===== src/rtl/tick_scheduler_pkg.sv =====
// Shared definitions for the tick scheduler: FSM state encoding, reset-time
// terminal count and tick-counter width.
package tick_scheduler_pkg;

  typedef enum logic [1:0] {
    ST_IDLE  = 2'd0,
    ST_RUN   = 2'd1,
    ST_PAUSE = 2'd2
  } state_e;

  // 10 Hz tick from a 50 MHz clock: period is limit+1 cycles.
  localparam logic [31:0] DEF_LIMIT = 32'd4999999;

  localparam int TICK_CNT_W = 8;

endpackage


===== src/rtl/tick_scheduler_if.sv =====
// Command and status bundle of the tick scheduler; the controller drives the
// i_* commands, the scheduler drives the o_* status.
interface tick_scheduler_if;
  import tick_scheduler_pkg::*;

  logic        i_start;
  logic        i_stop;
  logic        i_clear;
  logic        i_limit_wr;
  logic [31:0] i_limit;

  logic        o_tick;
  logic        o_sec_pulse;
  logic        o_running;
  state_e      o_state;
  logic        o_limit_err;
  logic [31:0] o_count;

  modport master (
    output i_start, i_stop, i_clear, i_limit_wr, i_limit,
    input  o_tick, o_sec_pulse, o_running, o_state, o_limit_err, o_count
  );

  modport slave (
    input  i_start, i_stop, i_clear, i_limit_wr, i_limit,
    output o_tick, o_sec_pulse, o_running, o_state, o_limit_err, o_count
  );

endinterface


===== src/rtl/tick_scheduler_prescaler.sv =====
// Free-running 32-bit prescaler that wraps to zero after reaching i_limit.
// o_wrap flags, combinationally, that the coming edge performs the wrap.
module tick_prescaler
  import tick_scheduler_pkg::*;
(
  input  logic        i_clk,
  input  logic        i_rstn,
  input  logic        i_en,
  input  logic        i_load_zero,
  input  logic [31:0] i_limit,
  output logic [31:0] o_count,
  output logic        o_wrap
);

  logic [31:0] count_q;
  logic [31:0] count_d;
  logic        wrap;

  // A synchronous load-zero outranks counting, so it also swallows a wrap.
  always_comb begin
    count_d = count_q;
    wrap    = 1'b0;
    if (i_load_zero) begin
      count_d = 32'd0;
    end else if (i_en) begin
      if (count_q == i_limit) begin
        count_d = 32'd0;
        wrap    = 1'b1;
      end else begin
        count_d = count_q + 32'd1;
      end
    end
  end

  always_ff @(posedge i_clk or negedge i_rstn) begin
    if (!i_rstn) begin
      count_q <= 32'd0;
    end else begin
      count_q <= count_d;
    end
  end

  assign o_count = count_q;
  assign o_wrap  = wrap;

endmodule


===== src/rtl/tick_scheduler.sv =====
// Run/pause/clear controller around the prescaler; owns the FSM, the
// per-second tick counter and the programmable terminal count.
module tick_scheduler
  import tick_scheduler_pkg::*;
#(
  parameter logic [31:0] DEF_LIMIT     = tick_scheduler_pkg::DEF_LIMIT,
  parameter int unsigned TICKS_PER_SEC = 10
) (
  input  logic              i_clk,
  input  logic              i_rstn,
  tick_scheduler_if.slave   bus
);

  localparam logic [TICK_CNT_W-1:0] TPS_LAST = TICK_CNT_W'(TICKS_PER_SEC - 1);

  state_e                  state_q;
  state_e                  state_d;
  logic [TICK_CNT_W-1:0]   tcnt_q;
  logic [TICK_CNT_W-1:0]   tcnt_d;
  logic [31:0]             limit_q;
  logic [31:0]             limit_d;
  logic                    tick_q;
  logic                    tick_d;
  logic                    sec_q;
  logic                    sec_d;
  logic                    running_q;
  logic                    running_d;
  logic                    err_q;
  logic                    err_d;

  logic                    do_clear;
  logic                    do_stop;
  logic                    do_start;
  logic                    pre_en;
  logic                    wrap;
  logic                    wr_ok;
  logic [31:0]             count;

  // Strict priority: a higher command masks lower ones even where it is a no-op.
  always_comb begin
    do_clear = bus.i_clear;
    do_stop  = !bus.i_clear && bus.i_stop;
    do_start = !bus.i_clear && !bus.i_stop && bus.i_start;

    state_d = state_q;
    if (do_clear) begin
      state_d = ST_IDLE;
    end else begin
      case (state_q)
        ST_IDLE:  if (do_start) state_d = ST_RUN;
        ST_RUN:   if (do_stop)  state_d = ST_PAUSE;
        ST_PAUSE: if (do_start) state_d = ST_RUN;
        default:  state_d = ST_IDLE;
      endcase
    end
    running_d = (state_d == ST_RUN);
  end

  // A stop freezes the count on its own accepting edge, pre-empting a wrap.
  assign pre_en = (state_q == ST_RUN) && !do_stop;

  tick_prescaler u_prescaler (
    .i_clk       (i_clk),
    .i_rstn      (i_rstn),
    .i_en        (pre_en),
    .i_load_zero (do_clear),
    .i_limit     (limit_q),
    .o_count     (count),
    .o_wrap      (wrap)
  );

  always_comb begin
    tcnt_d = tcnt_q;
    tick_d = wrap;
    sec_d  = 1'b0;
    if (do_clear) begin
      tcnt_d = '0;
    end else if (wrap) begin
      if (tcnt_q == TPS_LAST) begin
        tcnt_d = '0;
        sec_d  = 1'b1;
      end else begin
        tcnt_d = tcnt_q + TICK_CNT_W'(1);
      end
    end
  end

  // A clear in the same cycle puts the write in IDLE context.
  always_comb begin
    wr_ok   = bus.i_limit_wr && (do_clear || state_q == ST_IDLE) && (bus.i_limit != 32'd0);
    limit_d = wr_ok ? bus.i_limit : limit_q;
    err_d   = bus.i_limit_wr && !wr_ok;
  end

  always_ff @(posedge i_clk or negedge i_rstn) begin
    if (!i_rstn) begin
      state_q   <= ST_IDLE;
      tcnt_q    <= '0;
      limit_q   <= DEF_LIMIT;
      tick_q    <= 1'b0;
      sec_q     <= 1'b0;
      running_q <= 1'b0;
      err_q     <= 1'b0;
    end else begin
      state_q   <= state_d;
      tcnt_q    <= tcnt_d;
      limit_q   <= limit_d;
      tick_q    <= tick_d;
      sec_q     <= sec_d;
      running_q <= running_d;
      err_q     <= err_d;
    end
  end

  assign bus.o_tick      = tick_q;
  assign bus.o_sec_pulse = sec_q;
  assign bus.o_running   = running_q;
  assign bus.o_state     = state_q;
  assign bus.o_limit_err = err_q;
  assign bus.o_count     = count;

endmodule

===== src/flat_wrapper.sv =====
// flat-port wrapper written by rule: the top's interface ports become plain ports
module tick_scheduler_flat import tick_scheduler_pkg::*;
#(
  parameter logic [31:0] DEF_LIMIT     = tick_scheduler_pkg::DEF_LIMIT,
  parameter int unsigned TICKS_PER_SEC = 10
)
  (i_clk, i_rstn, bus_i_start, bus_i_stop, bus_i_clear, bus_i_limit_wr, bus_i_limit, bus_o_tick, bus_o_sec_pulse, bus_o_running, bus_o_state, bus_o_limit_err, bus_o_count);
  tick_scheduler_if bus_i ();
  input  logic i_clk;
  input  logic i_rstn;
  input wire logic [$bits(bus_i.i_start)-1:0] bus_i_start;
  input wire logic [$bits(bus_i.i_stop)-1:0] bus_i_stop;
  input wire logic [$bits(bus_i.i_clear)-1:0] bus_i_clear;
  input wire logic [$bits(bus_i.i_limit_wr)-1:0] bus_i_limit_wr;
  input wire logic [$bits(bus_i.i_limit)-1:0] bus_i_limit;
  output wire logic [$bits(bus_i.o_tick)-1:0] bus_o_tick;
  output wire logic [$bits(bus_i.o_sec_pulse)-1:0] bus_o_sec_pulse;
  output wire logic [$bits(bus_i.o_running)-1:0] bus_o_running;
  output wire logic [$bits(bus_i.o_state)-1:0] bus_o_state;
  output wire logic [$bits(bus_i.o_limit_err)-1:0] bus_o_limit_err;
  output wire logic [$bits(bus_i.o_count)-1:0] bus_o_count;
  assign bus_i.i_start = bus_i_start;
  assign bus_i.i_stop = bus_i_stop;
  assign bus_i.i_clear = bus_i_clear;
  assign bus_i.i_limit_wr = bus_i_limit_wr;
  assign bus_i.i_limit = bus_i_limit;
  assign bus_o_tick = bus_i.o_tick;
  assign bus_o_sec_pulse = bus_i.o_sec_pulse;
  assign bus_o_running = bus_i.o_running;
  assign bus_o_state = bus_i.o_state;
  assign bus_o_limit_err = bus_i.o_limit_err;
  assign bus_o_count = bus_i.o_count;
  tick_scheduler #(.DEF_LIMIT(DEF_LIMIT), .TICKS_PER_SEC(TICKS_PER_SEC)) u_core (.i_clk(i_clk), .i_rstn(i_rstn), .bus(bus_i));
endmodule

===== config.mk =====
export PLATFORM = sky130hd
export DESIGN_NAME = tick_scheduler_flat
export DESIGN_NICKNAME = d
export VERILOG_FILES = /design/src/rtl/tick_scheduler_pkg.sv /design/src/rtl/tick_scheduler_if.sv /design/src/rtl/tick_scheduler_prescaler.sv /design/src/rtl/tick_scheduler.sv /design/src/flat_wrapper.sv
export SDC_FILE = /design/constraint.sdc
export NUM_CORES = 1
export LEC_CHECK = 0
export BUFFER_PORTS_ARGS = -buffer_cell sky130_fd_sc_hd__buf_2
export CORE_UTILIZATION = 40
export CTS_CLUSTER_DIAMETER = 80
export DETAILED_ROUTE_END_ITERATION = 10
export PLACE_DENSITY = 0.64
export SYNTH_ARGS = -nofsm -noshare
export SYNTH_HDL_FRONTEND = slang
export SYNTH_SLANG_ARGS = --single-unit

===== constraint.sdc =====
create_clock -name i_clk -period 2.6 [get_ports i_clk]
set_clock_uncertainty 0.05 [all_clocks]
set_input_delay 0 -clock i_clk [delete_from_list [all_inputs] [get_ports i_clk]]
set_output_delay 0 -clock i_clk [all_outputs]
set_load 0.05 [all_outputs]

Word level (Yosys, flattened, before mapping)
Index checks and enable logic that the tools add are counted.
{ "totals": {"regBits": 78, "input_bits": 38, "output_inout_bits": 38, "elab_cells": 48} }
{ "classes": {"addsub": 2, "n_eq_ne": 5, "muxes": 16, "reduce_logical": 17} }
{ "ops": {"columns": ["op", "n"], "rows": [
  ["$mux 32", 3],
  ["$add 32x1->32 const B", 1],
  ["$eq 32x32->1", 1],
  ["$reduce_bool 32->1", 1],
  ["$mux 8", 3],
  ["$add 8x1->8 const B", 1],
  ["$eq 8x4->1 const B", 1],
  ["$logic_and 1x1->1", 7],
  ["$mux 1", 6],
  ["$mux 2", 3],
  ["$eq 2x1->1 const B", 2],
  ["$logic_not 1->1", 4],
  ["$pmux 2 s2", 1],
  ["$reduce_bool 2->1", 2],
  ["$eq 2x2->1 const B", 1],
  ["$logic_not 2->1", 1],
  ["$reduce_or 2->1", 1],
  ["$logic_or 1x1->1", 1]
]} }

Depth between registers and ports, before layout
Gate-level depths: netlist (run 1).
{ "logic_depth": {"word_depth": 8, "ltp_mapped": 9, "mapped_depth_nobuf": 7} }

Cells and area by module
From an unflattened synthesis (run 1), not the netlist that was laid out.
{ "hier_totals": {"hier_cells": 353, "area_unflattened_um2": 4043.9} }
{ "modules_own_cells": {"columns": ["mod", "n_inst", "cells_per_inst", "area_each_um2", "seq_area_each_um2"], "rows": [
  ["tick_scheduler", 1, 145, 2083.2, 1167.4],
  ["tick_prescaler", 1, 208, 1960.6, 800.8]
]} }

Least setup slack after synthesis (run 1)
OpenSTA, ideal clock, no wires.
{ "synth_path": {"path_type": "register -> register", "start": "register u_core.u_prescaler.count_q[5], in the netlist u_core.u_prescaler.o_count[5]", "end": "register u_core.tcnt_q[6]", "setup_ns": 0.127, "arrival_ns": 2.246, "required_ns": 2.423, "slack_ns": 0.176, "stages_incl_launch_ff": 9, "n_path_buf": 2, "period_less_slack_ns": 2.424, "path_cell_list": "dfrtp_1 > buf_2 > xnor2_1 > nand4_1 > nor4_4 > nand2_2 > clkbuf_1 > nor2_1 > mux2_1"} }
{ "synth_via": {"elab_chain_len": 5} }
{ "synth_lines": {"columns": ["item", "line", "source"], "rows": [
  ["start: declaration", "tick_scheduler_prescaler.sv:15", "logic [31:0] count_q;"],
  ["start signal: assignment", "tick_scheduler_prescaler.sv:39", "count_q <= count_d;"],
  ["$eq 32x32->1", "tick_scheduler_prescaler.sv:26", "if (count_q == i_limit) begin"],
  ["$mux 1", "tick_scheduler_prescaler.sv:26", null],
  ["$mux 1", "tick_scheduler_prescaler.sv:25", "end else if (i_en) begin"],
  ["$mux 1", "tick_scheduler_prescaler.sv:23", "if (i_load_zero) begin"],
  ["$reduce_bool 2->1 (no source line)", null, null],
  ["end signal: assignment", "tick_scheduler.sv:106", "tcnt_q <= tcnt_d;"],
  ["end: declaration", "tick_scheduler.sv:18", "logic [TICK_CNT_W-1:0] tcnt_q;"]
]} }
No other way between the ends.
A chain may end at the register's enable or synchronous reset.

Worst setup path in the final report (run 1)
{ "layout_path": {"start": "register u_core.u_prescaler.count_q[31], in the netlist u_core.u_prescaler.o_count[31]", "end": "register u_core.tcnt_q[7]"} }
The elaborated chain is that of the path after synthesis.

==> impl_metrics.tcl, run 1 <==
set metrics [dict create \
    clkTransAtPathRegs_ns 0.08 \
    rsz0062_at_grt "false" \
    antenna_found_initial 0 \
    netlist_area_um2 4070 \
    seqPwrFrac_pct 52.5 \
    period_share_pct 92.5 \
    cts_root_buffer "clkbuf_8" \
    yosys_warnings 0 \
    final_nets 547 \
    mostFrequentLayoutCell "buf_2" \
    synth_ff_type "dfrtp_1" \
    slowest_delay_ns 0.45 \
    core-area_um2 9820 \
    diodes 0 \
    die_h_um 103 \
    dieArea_um2 10600 \
    ys_types 46 \
    fin_tns_setup_ns 0 \
    worst_setup_path_end_kind "flip-flop" \
    post-place-ws_ns 0.114 \
    synthMuxAreaShare_pct 10.6 \
    viasPerCell 5.36 \
    synth-edff-count 0 \
    vdd_drop_max_v 0.000344 \
    pwr-share-comb_pct 13.1 \
    syn_inst 382 \
    min_path_type "in -> async" \
    clock_latency_ns 0.35 \
    fmax_mhz 416 \
    placementRows 36 \
    pin_count 76 \
    worstPathArrival_ns 2.59 \
    wl_met3_um 566 \
    post_cts_buffers 0 \
    max-cap-violations 0 \
    syn_to_final_growth_pct 28.8 \
    p_clk_share_pct 34.4 \
    synth-simple-area-share_pct 19.1 \
    synth_top_family_by_area "simple AND/OR/NAND/NOR gates" \
    grt_pass1_vias 3464 \
    worst-setup-path-type "reg -> reg" \
    grt.total_usage_pct 22.0 \
    fin_ws_ns 0.196 \
    die_w_um 103 \
    finalSetupViolCount 0 \
    synth-xor-area-share_pct 10.3 \
    holdWs_ns 0.307 \
    gp_congestion 0.865 \
    hold_violations 0 \
    crit_path_top_delay_cell "dfrtp_1" \
    mostFrequentLayoutCells "buf_2 (74), dfrtp_1 (65), dlygate4sd3_1 (38)" \
    p_int_mw 1.91 \
    grt_overflow_total 0 \
    worstPathRequired_ns 2.79 \
    first_pass_iters 4 \
    cts_sinks 78 \
    fin_crit_ns 2.40 \
    wirelength_mm 10.8 \
    num_vias 3452 \
    slew_violations 0 \
    cp-start-kind "flip-flop" \
    portBuffers 75 \
    synth-seq-cells 78 \
    htreeDepth 3 \
    cts_tree "built" \
    initial_core_util_pct 41.5 \
    wl_per_cell_um 16.7 \
    top_layer "met4" \
    synth-adder-area-share_pct 0.922 \
    syn_area_per_cell_um2 10.7 \
    pwr_density_cell_nw_per_um2 492 \
    cts_buffers 9 \
    ys_seq_area_share_pct 48.3 \
    status "finished, final reports clean" \
    layout-drive-gt1-share_pct 31.1 \
    drtIter0Drc 265 \
    met1Wirelength_mm 5.03 \
    power_switching_share_pct 25.8 \
    grt_max_degree 79 \
    path_cells "xnor2_1, nand4_1, nor4_4, nand2_2, nor4_1, mux2_1" \
    dpl.hpwl_mm 7.75 \
    dr_wl_met2_mm 5.00 \
    ctsLongestPathBuffers 2 \
    drcViolationCount 0 \
    synth.net_count 423 \
    grt_pass1_wl_mm 17.4 \
    cp_max_fo 10 \
    relSlewSlack_pct 25.1 \
    tightest_slew_ns 1.12 \
    async_reset_ff_share_pct 100 \
    p_leak_nw 2.29 \
    ant_nets 0 \
    synth_compound_area_share_pct 7.96 \
    r2r_slack_ns 0.20 \
    p_switching_mw 0.665 \
]
## critical path: cells and delay by family, from the launching register on
family                    cells  cell delay, ns
xor gates and xnor gates      1            0.25
DFF                           1            0.45
muxes                         1            0.35
and+or+nand+nor               4            1.20
## logic make-up (layout without fill, tap and decap cells)
kind of cell / after synthesis / in the layout
AOI/OAI and AO/OA: 47 / 47
xor gates and xnor gates: 48 / 48
adders and majority gates: 3 / 3
buffers and inverters: 25 / 154
DFF: 78 / 78
muxes: 39 / 39
and+or+nand+nor: 142 / 142
## cell usage after synthesis, types with 4 or more instances
| cell | instances | area share [%] |
|---|---|---|
| dfrtp_1 | 65 | 40 |
| xnor2_1 | 34 | 7.3 |
| mux2_2 | 32 | 8.9 |
| nor2_1 | 30 | 2.8 |
| nand3_1 | 26 | 3.2 |
| nand4_1 | 23 | 3.5 |
| nand2_1 | 16 | 1.5 |
| a21oi_1 | 14 | 1.7 |
| xor2_1 | 14 | 3.0 |
| dfstp_2 | 13 | 8.4 |
| nor4_1 | 11 | 1.7 |
| clkbuf_1 | 9 | 0.83 |
| buf_2 | 8 | 0.98 |
| inv_1 | 7 | 0.65 |
| and3_1 | 6 | 0.92 |
| o211ai_1 | 6 | 1.1 |
| mux2i_1 | 5 | 1.2 |
| nor3_1 | 5 | 0.61 |
| nor2b_1 | 4 | 0.61 |
| o31ai_1 | 4 | 0.74 |
| o41ai_1 | 4 | 0.86 |
| or4_1 | 4 | 0.74 |
## sequential cells by signal, summed over array words and instances, names as in the netlist
| name | count |
|---|---|
| u_core.bus.o_tick | 1 |
| u_core.bus.o_running | 1 |
| u_core.tcnt_q | 8 |
| u_core.bus.o_sec_pulse | 1 |
| u_core.bus.o_limit_err | 1 |
| u_core.bus.o_state | 2 |
| u_core.limit_q | 32 |
| u_core.u_prescaler.o_count | 32 |
## timing repair
action	in CTS	in global routing
endpoints found under the hold margin	103	0
endpoints found under the setup margin	0	20
resized for setup	0	1
hold buffers	38	0
## metal layers
metal  vias to the layer above  global-route usage [%]
met2                        91                    35.0
met3                        17                    3.39
met5                         -                       0
li1                       1642                       -
met1                      1702                    30.6
met4                         0                    7.91
## path summary, 6_finish.rpt
path	start	endpoint	cells past startpoint
max in group asynchronous	i_rstn	u_core.u_prescaler.o_count[29]	2
setup / recovery	u_core.u_prescaler.o_count[31]	u_core.tcnt_q[7]	6
hold reg to reg	u_core.limit_q[17]	u_core.limit_q[17]	1
hold / removal	i_rstn	u_core.bus.o_running	2
min in group i_clk	bus_i_stop	u_core.bus.o_state[0]	3
setup reg to reg	u_core.u_prescaler.o_count[31]	u_core.tcnt_q[7]	6
## power groups by stage
stage	registers [mW]	logic [mW]	clock network [mW]
3_5_place_dp	1.37	0.293	0
6_report	1.35	0.338	0.887
5_1_grt	1.36	0.366	0.948
3_3_place_gp	1.37	0.288	0
2_1_floorplan	1.37	0.171	0
4_1_cts	1.35	0.338	0.896
## cell type report
cell class | count | area, um^2
Multi-Input combinational cell | 279 | 2010
Fill cell | 922 | 4580
Clock buffer | 11 | 131
Timing Repair Buffer | 131 | 893
Clock inverter | 5 | 50.0
Tap cell | 133 | 166
Sequential cell | 78 | 1970
Inverter | 7 | 26.3
## stage by stage
stage | instances | area (um^2) | total power, mW | util, %
after global routing | 644 | 5240 | 2.67 | 53.4
after CTS | 644 | 5230 | 2.59 | 53.3
after global placement | 590 | 4670 | 1.66 | 47.6
after floorplan | 382 | 4070 | 1.54 | -
after detailed placement | 590 | 4670 | 1.67 | 47.6
final | 644 | 5240 | 2.58 | 53.4
Power figures use the tool's default switching activity.
==> inputs of run 2 (changes only) <==
--- a/config.mk
+++ b/config.mk
@@ -5,11 +5,12 @@
 export SDC_FILE = /design/constraint.sdc
 export NUM_CORES = 1
 export LEC_CHECK = 0
+export ABC_AREA = 1
 export BUFFER_PORTS_ARGS = -buffer_cell sky130_fd_sc_hd__buf_2
 export CORE_UTILIZATION = 40
 export CTS_CLUSTER_DIAMETER = 80
 export DETAILED_ROUTE_END_ITERATION = 10
-export PLACE_DENSITY = 0.64
+export PLACE_DENSITY = 0.62
 export SYNTH_ARGS = -nofsm -noshare
 export SYNTH_HDL_FRONTEND = slang
 export SYNTH_SLANG_ARGS = --single-unit
==> impl_metrics.tcl, run 2 <==
set metrics [dict create \
    synth_top_family_by_area "simple AND/OR/NAND/NOR gates" \
    synth-seq-cells 78 \
    cts_root_buffer "clkbuf_16" \
    synth-simple-area-share_pct 43.6 \
    wl_per_cell_um 14.5 \
    min_path_type "in -> reg" \
    grt.total_usage_pct 24.7 \
    die_w_um 115 \
    cts_sinks 78 \
    r2r-start "u_core.u_prescaler.o_count[20]" \
    worstRegToRegCells 12 \
    post_cts_buffers 0 \
    gp_congestion 0.904 \
    synthTopCellsByArea "dfrtp_1 (32%), nand2_1 (22%), nand3_1 (8.1%), dfstp_2 (6.7%), inv_1 (6.5%)" \
    synth_compound_area_share_pct 2.92 \
    status "finished, final reports clean" \
    synth_ff_type "dfrtp_1" \
    drcViolationCount 0 \
    rsz0062_at_grt "false" \
    cts_buffers 9 \
    ys_types 35 \
    mostFrequentLayoutCell "nand2_1" \
    fin_crit_ns 2.04 \
    finalSetupViolCount 0 \
    tightest_slew_ns 1.02 \
    clock_latency_ns 0.35 \
    wirelength_mm 15.4 \
    syn_area_per_cell_um2 6.56 \
    r2r_slack_ns 0.57 \
    grt_overflow_total 0 \
    fmax_mhz 490 \
    synthTopCellsByCount "nand2_1 (305), inv_1 (89), nand3_1 (83), nor2_1 (83), dfrtp_1 (65)" \
    r2r-end "u_core.u_prescaler.o_count[22]" \
    async_reset_ff_share_pct 100 \
    diodes 0 \
    synth-xor-area-share_pct 4.12 \
    pwr_density_cell_nw_per_um2 499 \
    antenna_found_initial 0 \
    p_leak_nw 3.21 \
    yosysTopAreaCellShare_pct 31.8 \
    ys_seq_area_share_pct 38.5 \
    ctsLongestPathBuffers 2 \
    final_nets 929 \
    dieArea_um2 13200 \
    vdd_drop_max_v 0.000417 \
    viasPerCell 4.83 \
    netlist_area_um2 5110 \
    relSlewSlack_pct 31.9 \
    grt_pass1_vias 4904 \
    initial_core_util_pct 41.8 \
    fin_tns_setup_ns 0 \
    grt_max_degree 79 \
    num_vias 5125 \
    fin_cells 1061 \
    cts_tree "built" \
    slew_violations 0 \
    multi_input_area_um2 2630 \
    pin_count 76 \
    min_from "bus_i_stop" \
    drtIter0Drc 345 \
    nFillCells 1253 \
    worst_setup_path_end_kind "flip-flop" \
    cp-start-kind "primary input" \
    worst_hold_path.endpoint "u_core.u_prescaler.o_count[0]" \
    synth.net_count 819 \
    ant_nets 0 \
    final_area_um2 6320 \
    synth_most_common_cell "nand2_1" \
    die_h_um 115 \
    syn_to_final_growth_pct 23.7 \
    yosys_warnings 0 \
    mostFrequentLayoutCells "nand2_1 (305), inv_1 (89), nand3_1 (83), nor2_1 (83), buf_2 (74)" \
    worstPathRequired_ns 2.79 \
    synth_largest_area_cell "dfrtp_1" \
    regArea_um2 1970 \
    synthMuxAreaShare_pct 0 \
    dpl.hpwl_mm 11.0 \
    syn_inst 778 \
    worstPathArrival_ns 2.23 \
    max-cap-violations 0 \
    placementRows 40 \
    core-area_um2 12200 \
    place_area_um2 5640 \
    htreeDepth 3 \
    portBuffers 75 \
    grt_pass1_wl_mm 24.8 \
    cp_max_fo 19 \
    period_share_pct 78.5 \
    worst-setup-path-type "in -> reg" \
    dpl.cell_count 1007 \
    synth-edff-count 0 \
    holdPathStages 6 \
    hold_violations 0 \
    clkTransAtPathRegs_ns 0.06 \
    layout-drive-gt1-share_pct 15.3 \
    first_pass_iters 5 \
    finalPower_mw 3.16 \
    synth-adder-area-share_pct 0.735 \
]
[run 2: cell type report]
cell class | count | area share, %
clock inverter | 5 | 0.931
clock buffer | 11 | 3.84
multi-input combinational | 579 | 41.6
tap | 168 | 3.33
sequential | 78 | 31.2
timing repair buffer | 123 | 13.4
inverter | 97 | 5.76
[run 2: kinds of logic after synthesis]
kind of cell	count (synthesis)
xor gates and xnor gates	24
AOI/OAI and AO/OA	27
adders and majority gates	3
buffers and inverters	121
DFF	78
and+or+nand+nor	525
[run 2: power breakdown]
part	leakage, nW	internal [mW]	switching [mW]
combinational	2.06	0.189	0.301
clock	0.142	0.770	0.530
sequential	1.01	1.30	0.0646
total	3.21	2.26	0.896
[run 2: per-stage QoR]
step,worst slack (ns),util (%),hold WS [ns]
CTS,0.540,51.7,0.198
floorplan,0.687,-,-0.346
detailed placement,0.592,46.1,0.182
global placement,0.568,46.1,0.183
finish,0.558,51.7,0.204
global route,0.288,51.7,0.288
[run 2: what timing repair did]
item | in CTS | in global routing
endpoints found under the setup margin | 0 | 0
gates resized for setup | 0 | 0
endpoints found under the hold margin | 101 | 0
hold buffers | 38 | 0
[run 2: how the worst max path moves through the flow]
| stage | start | endpoint | depth (start not counted) |
|---|---|---|---|
| after floorplan | u_core.u_prescaler.o_count[1] | u_core.u_prescaler.o_count[16] | 8 |
| after CTS | bus_i_limit[29] | u_core.limit_q[12] | 8 |
| after global routing | u_core.u_prescaler.o_count[18] | u_core.tcnt_q[4] | 11 |
| after global placement | u_core.u_prescaler.o_count[20] | u_core.u_prescaler.o_count[22] | 12 |
| after detailed placement | u_core.u_prescaler.o_count[18] | u_core.tcnt_q[2] | 11 |
| final | bus_i_limit[29] | u_core.limit_q[15] | 8 |
[run 2: layer usage]
metal | share of wire [%] | routed length, um | track usage, %
met1 | 47 | 7300 | 33.3
met2 | 45 | 6910 | 39.9
met3 | 5.3 | 813 | 4.27
met4 | 2.4 | 374 | 9.00
met5 | 0 | 0 | 0
[run 2: critical path: stages]
cell           delay [ns]
dlygate4sd3_1        0.54
buf_2                0.13
nor4_1               0.42
nand3b_1             0.20
or2_2                0.53
buf_4                0.28
nand3_1              0.09
nand2_1              0.05
